`src/rtl/framing_classifier_pkg.sv`:
```
// Shared definitions for the framing classifier: the K-symbol token values,
// the per-lane byte-type codes reported on byte_type, and the packet state
// that is carried from lane to lane and from cycle to cycle.
package framing_classifier_pkg;

   // K-symbol tokens; these only mean anything when the lane's dk flag is set
   localparam logic [7:0] TOK_STP = 8'hFB;
   localparam logic [7:0] TOK_SDP = 8'h5C;
   localparam logic [7:0] TOK_END = 8'hFD;
   localparam logic [7:0] TOK_EDB = 8'hFE;
   localparam logic [7:0] TOK_PAD = 8'hF7;

   // Per-lane classification codes (3 bits per lane on byte_type)
   localparam logic [2:0] BT_DATA       = 3'b000;
   localparam logic [2:0] BT_TLP_START  = 3'b001;
   localparam logic [2:0] BT_TLP_END    = 3'b010;
   localparam logic [2:0] BT_DLLP_START = 3'b011;
   localparam logic [2:0] BT_DLLP_END   = 3'b100;
   localparam logic [2:0] BT_TLP_EDB    = 3'b101;
   localparam logic [2:0] BT_NOT_VALID  = 3'b111;

   // Width of the packet-state encoding as it travels between lanes
   localparam int STATE_W = 2;

   // Packet state: outside any packet, inside a TLP, or inside a DLLP
   typedef enum logic [STATE_W-1:0] {
      ST_IDLE    = 2'd0,
      ST_IN_TLP  = 2'd1,
      ST_IN_DLLP = 2'd2
   } pkt_state_t;

endpackage

```
`src/rtl/framing_classifier_lane.sv`:
```
// Combinational classifier for a single byte lane. It takes the packet state
// left behind by the previous lane and produces this lane's byte type, the
// state handed to the next lane, a framing-error flag and start-token strobes.
// The top module chains one of these per lane so a whole cycle is walked in
// lane order (lane 0 first in time).
module lane_classifier
   import framing_classifier_pkg::*;
(
   input  logic [7:0]         lane_byte,
   input  logic               dk,
   input  logic               byte_valid,
   input  logic [STATE_W-1:0] state_in,
   output logic [2:0]         lane_type,
   output logic [STATE_W-1:0] state_out,
   output logic               err,
   output logic               is_stp,
   output logic               is_sdp
);

   logic in_idle;
   logic in_tlp;
   logic in_dllp;

   assign in_idle = (state_in == ST_IDLE);
   assign in_tlp  = (state_in == ST_IN_TLP);
   assign in_dllp = (state_in == ST_IN_DLLP);

   // Classify the lane byte against the incoming packet state
   always_comb begin
      lane_type = BT_NOT_VALID;
      state_out = state_in;
      err       = 1'b0;
      is_stp    = 1'b0;
      is_sdp    = 1'b0;

      if (byte_valid) begin
         if (!dk) begin
            // Plain data is only meaningful inside a packet; between
            // packets it is reported as not-valid but is not an error.
            if (!in_idle) begin
               lane_type = BT_DATA;
            end
         end else begin
            // Every K symbol except a start token leaves us outside a packet
            state_out = ST_IDLE;
            case (lane_byte)
               TOK_STP: begin
                  lane_type = BT_TLP_START;
                  state_out = ST_IN_TLP;
                  is_stp    = 1'b1;
                  err       = !in_idle;
               end
               TOK_SDP: begin
                  lane_type = BT_DLLP_START;
                  state_out = ST_IN_DLLP;
                  is_sdp    = 1'b1;
                  err       = !in_idle;
               end
               TOK_END: begin
                  if (in_tlp) begin
                     lane_type = BT_TLP_END;
                  end else if (in_dllp) begin
                     lane_type = BT_DLLP_END;
                  end else begin
                     err = 1'b1;
                  end
               end
               TOK_EDB: begin
                  // EDB only nullifies a TLP; anywhere else it is stray
                  if (in_tlp) begin
                     lane_type = BT_TLP_EDB;
                  end else begin
                     err = 1'b1;
                  end
               end
               TOK_PAD: begin
                  err = !in_idle;
               end
               default: begin
                  err = 1'b1;
               end
            endcase
         end
      end
   end

endmodule

```
`src/rtl/framing_classifier.sv`:
```
// Multi-lane framing classifier. Each cycle the NBYTES lanes are classified
// in order by a chain of lane_classifier instances, starting from the packet
// state left at the end of the previous accepted cycle. Results, a framing
// error pulse and saturating start-token counters are registered so every
// output appears exactly one cycle after its inputs were sampled.
module framing_classifier
   import framing_classifier_pkg::*;
#(
   parameter int NBYTES = 64,
   parameter int CNT_W  = 16
) (
   input  logic                  clk,
   input  logic                  rst,
   input  logic                  in_valid,
   input  logic [8*NBYTES-1:0]   data_in,
   input  logic [NBYTES-1:0]     dk,
   input  logic [NBYTES-1:0]     byte_valid,
   output logic                  out_valid,
   output logic [8*NBYTES-1:0]   data_out,
   output logic [3*NBYTES-1:0]   byte_type,
   output logic                  frame_err,
   output logic [CNT_W-1:0]      tlp_cnt,
   output logic [CNT_W-1:0]      dllp_cnt
);

   // Enough bits to hold the number of start tokens in one cycle (0..NBYTES)
   localparam int ADD_W = $clog2(NBYTES + 1);
   // Sum width wide enough that counter + per-cycle count never overflows
   localparam int SUM_W = CNT_W + ADD_W;
   localparam logic [CNT_W-1:0] CNT_MAX = {CNT_W{1'b1}};

   // Carried packet state
   pkt_state_t state_reg;
   pkt_state_t state_next;

   // Lane chain signals; chain_state[i] is the state seen by lane i
   logic [NBYTES:0][STATE_W-1:0] chain_state;
   logic [NBYTES-1:0][2:0]       lane_type;
   logic [NBYTES-1:0]            lane_err;
   logic [NBYTES-1:0]            lane_stp;
   logic [NBYTES-1:0]            lane_sdp;

   // Per-cycle start-token counts
   logic [ADD_W-1:0] stp_count;
   logic [ADD_W-1:0] sdp_count;
   logic [SUM_W-1:0] tlp_sum;
   logic [SUM_W-1:0] dllp_sum;

   // Output registers and their next values
   logic                   out_valid_reg;
   logic                   out_valid_next;
   logic [8*NBYTES-1:0]    data_out_reg;
   logic [8*NBYTES-1:0]    data_out_next;
   logic [NBYTES-1:0][2:0] byte_type_reg;
   logic [NBYTES-1:0][2:0] byte_type_next;
   logic                   frame_err_reg;
   logic                   frame_err_next;
   logic [CNT_W-1:0]       tlp_cnt_reg;
   logic [CNT_W-1:0]       tlp_cnt_next;
   logic [CNT_W-1:0]       dllp_cnt_reg;
   logic [CNT_W-1:0]       dllp_cnt_next;

   assign chain_state[0] = state_reg;

   genvar gi;
   generate
      for (gi = 0; gi < NBYTES; gi++) begin : g_lane
         lane_classifier u_lane (
            .lane_byte  (data_in[8*gi +: 8]),
            .dk         (dk[gi]),
            .byte_valid (byte_valid[gi]),
            .state_in   (chain_state[gi]),
            .lane_type  (lane_type[gi]),
            .state_out  (chain_state[gi+1]),
            .err        (lane_err[gi]),
            .is_stp     (lane_stp[gi]),
            .is_sdp     (lane_sdp[gi])
         );
      end
   endgenerate

   // Count the STP and SDP tokens seen across all lanes this cycle
   always_comb begin
      stp_count = '0;
      sdp_count = '0;
      for (int i = 0; i < NBYTES; i++) begin
         stp_count = stp_count + ADD_W'(lane_stp[i]);
         sdp_count = sdp_count + ADD_W'(lane_sdp[i]);
      end
   end

   // Unsaturated counter sums, clamped when the next values are formed
   assign tlp_sum  = SUM_W'(tlp_cnt_reg)  + SUM_W'(stp_count);
   assign dllp_sum = SUM_W'(dllp_cnt_reg) + SUM_W'(sdp_count);

   // Register all state; reset wins over any traffic in the same cycle
   always_ff @(posedge clk) begin
      if (rst) begin
         state_reg     <= ST_IDLE;
         out_valid_reg <= 1'b0;
         data_out_reg  <= '0;
         byte_type_reg <= '1;
         frame_err_reg <= 1'b0;
         tlp_cnt_reg   <= '0;
         dllp_cnt_reg  <= '0;
      end else begin
         state_reg     <= state_next;
         out_valid_reg <= out_valid_next;
         data_out_reg  <= data_out_next;
         byte_type_reg <= byte_type_next;
         frame_err_reg <= frame_err_next;
         tlp_cnt_reg   <= tlp_cnt_next;
         dllp_cnt_reg  <= dllp_cnt_next;
      end
   end

   // Next packet state: take the end of the lane chain only on accepted cycles
   always_comb begin
      state_next = state_reg;
      if (in_valid) begin
         state_next = pkt_state_t'(chain_state[NBYTES]);
      end
   end

   // Next output values: idle cycles hold the last report and never flag errors
   always_comb begin
      out_valid_next = in_valid;
      data_out_next  = data_out_reg;
      byte_type_next = byte_type_reg;
      frame_err_next = 1'b0;
      tlp_cnt_next   = tlp_cnt_reg;
      dllp_cnt_next  = dllp_cnt_reg;
      if (in_valid) begin
         data_out_next  = data_in;
         byte_type_next = lane_type;
         frame_err_next = |lane_err;
         if (tlp_sum > SUM_W'(CNT_MAX)) begin
            tlp_cnt_next = CNT_MAX;
         end else begin
            tlp_cnt_next = tlp_sum[CNT_W-1:0];
         end
         if (dllp_sum > SUM_W'(CNT_MAX)) begin
            dllp_cnt_next = CNT_MAX;
         end else begin
            dllp_cnt_next = dllp_sum[CNT_W-1:0];
         end
      end
   end

   assign out_valid = out_valid_reg;
   assign data_out  = data_out_reg;
   assign byte_type = byte_type_reg;
   assign frame_err = frame_err_reg;
   assign tlp_cnt   = tlp_cnt_reg;
   assign dllp_cnt  = dllp_cnt_reg;

endmodule

```
`config.mk`:
```
export PLATFORM = sky130hd
export DESIGN_NAME = framing_classifier
export DESIGN_NICKNAME = d
export VERILOG_FILES = /design/src/rtl/framing_classifier_pkg.sv /design/src/rtl/framing_classifier_lane.sv /design/src/rtl/framing_classifier.sv
export SDC_FILE = /design/constraint.sdc
export NUM_CORES = 2
export LEC_CHECK = 0
export ABC_CLOCK_PERIOD_IN_PS = 18100
export CORE_AREA = 2 2 532 534
export CTS_CLUSTER_SIZE = 12
export DETAILED_ROUTE_END_ITERATION = 12
export DIE_AREA = 0 0 534 536
export GPL_TIMING_DRIVEN = 0
export PLACE_DENSITY_LB_ADDON = 0.25
export SYNTH_ARGS = -nofsm -noshare
export SYNTH_HDL_FRONTEND = slang
export SYNTH_SLANG_ARGS = --single-unit
```
`constraint.sdc`:
```
create_clock -name clk -period 18.1 [get_ports clk]
set_input_delay 2.715 -clock clk [delete_from_list [all_inputs] [get_ports clk]]
set_output_delay 2.715 -clock clk [all_outputs]
set_load 0.03 [all_outputs]
```
==> run_results.csv <==
group,metric,value,unit
status,status,"finished with violations",
status,violations,"capacitance limit, slew limit",
critical_path,slowest_delay,0.82,ns
clock_network,postCtsSetupBuffers,0,
critical_path,reg2reg_depth,22,
grt,grt_pass1_wl,440000,um
critical_path,cpMaxStageDelayCell,"fa_1",
cells_and_area,final_layout_size_suffix_gt1_share,4.871,%
synth,syn-cell-area,46260,um^2
route,vias_per_cell,4.548,
floorplan,die_x,534,um
cells_and_area,design_area,68930,um^2
timing,finClkSkew,0.02211,ns
min_path,hold_depth,2,
route,vias,50400,
floorplan,die_y,536,um
placed_design,place_area,65330,um^2
synth,ys_async_sr_fraction,0,%
floorplan,ios,1381,
clock_network,htreeDepth,3,
placed_design,place.gp.congestion,0.8956,
synth,synth.avg_cell_area,8.109,um^2
cells_and_area,layout_common_cells,"1359 x clkdlybuf4s50_1, 813 x nor2_1, 740 x dfxtp_1, 640 x nand2_1, 521 x mux2i_1",
critical_path,cp.required,18.82,ns
timing,rsz0062_at_grt,"false",
grt,antenna_found_initial,114,
timing,final.setup.tns,0,ns
critical_path,arrival,13.07,ns
min_path,hold_path_class,"reg -> reg",
placed_design,dp_hpwl,289400,um
power_and_ir_drop,power,5071,uW
timing,finalSetupViolCount,0,
cells_and_area,nFillCells,30581,
floorplan,core,280800,um^2
grt,first_global_vias,49056,
synth,ys_ff_latch,740,
route,wl_per_cell,30.23,um
timing,post-route-period-util,68.20,%
cells_and_area,layout_commonest_cell,"clkdlybuf4s50_1",
timing,finalMaxSlewViolations,3,
grt,grt_max_degree,13,
route,firstDrtPassIters,8,
route,ant_nets,0,
synth,synth_flop_cell,"dfxtp_1",
clock_network,clk-insertion-delay-late,0.81,ns
critical_path,worst_setup_path_start_kind,"input port",
critical_path,worstSetupPathType,"in -> reg",
timing,setup_ws,5.756,ns
clock_network,cts_root_buf,"clkbuf_16",
synth,synth-warning-count,0,
route,drtIter0Drc,3699,
grt,grt-ovfl-total,0,
timing,hold_viol,0,
clock_network,clk_pin_slew,0.06,ns
critical_path,worst_path_most_repeated_cell,"fa_1",
synth,yosysSeqAreaShare,32.02,%
clock_network,clkSinkCount,740,
power_and_ir_drop,cellLeakagePower,0.02725,uW
floorplan,dieArea,286200,um^2
placed_design,place.port_buffers,1359,
cells_and_area,largest_reg_flops,512,
clock_network,cts_tree,"yes",
timing,fin_crit,12.34,ns
synth,synth_edf_count,0,
clock_network,cts-resized-gates,0,
synth,postSynthCellCount,5705,
power_and_ir_drop,peakVddDrop,0.00005981,V
grt,grt.total_usage,22.43,%
floorplan,initial_core_util,16.47,%
clock_network,cts-hold-fix-buffers,0,
cells_and_area,finish.utilization,24.55,%
synth,synth_cell_type_count,96,
timing,relSlewSlack,-0.6740,%
cells_and_area,finish.net_count,8211,
job,cap_viol_max_count,1,
cells_and_area,layout-area-overhead-vs-synth,49.00,%
clock_network,ctsLongestPathBuffers,4,
synth,synthesis.nets,6706,
timing,max_freq,0.08101,GHz
critical_path,cp_max_fo,9,
power_and_ir_drop,powerDensity,73.58,nW/um^2
placed_design,dp_worst_setup_slack,5.019,ns
clock_network,cts-buffers-inserted,105,
floorplan,rows,195,
critical_path,crit_path_end_kind,"register",
route,drc,0,
route,wl,335000,um
timing,tightestPinTransition,1.507,ns
-- layer usage --
| metal | vias up | global-route usage [%] | wire [um] |
|---|---|---|---|
| met4 | 40 | 6.820 | 10990 |
| met2 | 2202 | 38.73 | 160300 |
| met3 | 395 | 5.590 | 24410 |
| met5 | - | 0 | 268 |
| li1 | 23249 | - | - |
| met1 | 24514 | 27.19 | 139000 |
-- worst max-delay path: cells and delay by family --
kind                     cells  cell delay (ns)
AND/OR/NAND/NOR              5             1.91
adder cells (fa/ha/maj)     10             5.63
AO/OA/AOI/OAI                8             1.94
buffers and inverters        2             0.85
-- stage by stage --
step | instances | hold WS, ns
after detailed placement | 10846 | 0.4554
final | 11082 | 0.4748
after CTS | 11031 | 0.4743
after global routing | 11048 | 0.4935
after global placement | 10807 | 0.4584
after floorplan | 5705 | 0.5643
-- where the power goes --
part | internal [uW] | switching (uW) | leakage, uW | total (uW)
clock | 1250 | 891 | 0.00170 | 2140
sequential | 1710 | 51.8 | 0.00609 | 1760
combinational | 442 | 726 | 0.0195 | 1170
-- layout make-up --
class | count | area [um^2] | share of cell area (%)
multi-input combinational | 4399 | 29410 | 42.66
sequential | 740 | 14810 | 21.49
timing repair buffer | 1398 | 14260 | 20.69
tap | 3743 | 4683 | 6.794
clock buffer | 135 | 2940 | 4.266
inverter | 353 | 1328 | 1.926
buffer | 213 | 849.6 | 1.233
clock inverter | 50 | 520.5 | 0.7551
antenna | 51 | 127.6 | 0.1852
-- logic make-up (layout without fill, tap and decap cells) --
| group | after synthesis | after routing | synth area share, % |
|---|---|---|---|
| AO/OA/AOI/OAI | 1060 | 1060 | 14.68 |
| XOR/XNOR | 71 | 71 | 1.344 |
| adder cells (fa/ha/maj) | 358 | 358 | 11.50 |
| buffers and inverters | 566 | 2149 | 4.606 |
| flip-flops | 740 | 740 | 32.02 |
| multiplexers | 521 | 521 | 11.27 |
| other | 0 | 51 | 0 |
| AND/OR/NAND/NOR | 2389 | 2389 | 24.58 |
-- synthesized netlist by cell type, types with 50 or more instances --
cell type,instances,share of area (%)
clkbuf_1,174,1.4
xnor2_1,53,1.0
nand2b_1,52,0.70
nor3_1,113,1.2
nor4_1,57,0.77
and2_1,69,0.93
nor2_1,814,6.6
nand4_1,109,1.5
nand2_1,640,5.2
or4_1,50,0.81
nand3_1,176,1.9
dfxtp_1,740,32
inv_1,345,2.8
o21ai_0,379,4.1
a21oi_1,203,2.2
ha_1,246,6.7
fa_1,112,4.8
or3_1,56,0.76
mux2i_1,521,11
-- final timing paths --
path	startpoint	slack [ns]	to
setup / recovery	data_in[177]	5.76	dllp_cnt[11]
hold / removal	byte_type[3]	0.47	byte_type[3]
setup reg to reg	state_reg[0]	9.33	frame_err
hold reg to reg	byte_type[3]	0.47	byte_type[3]
Power figures use the tool's default switching activity.
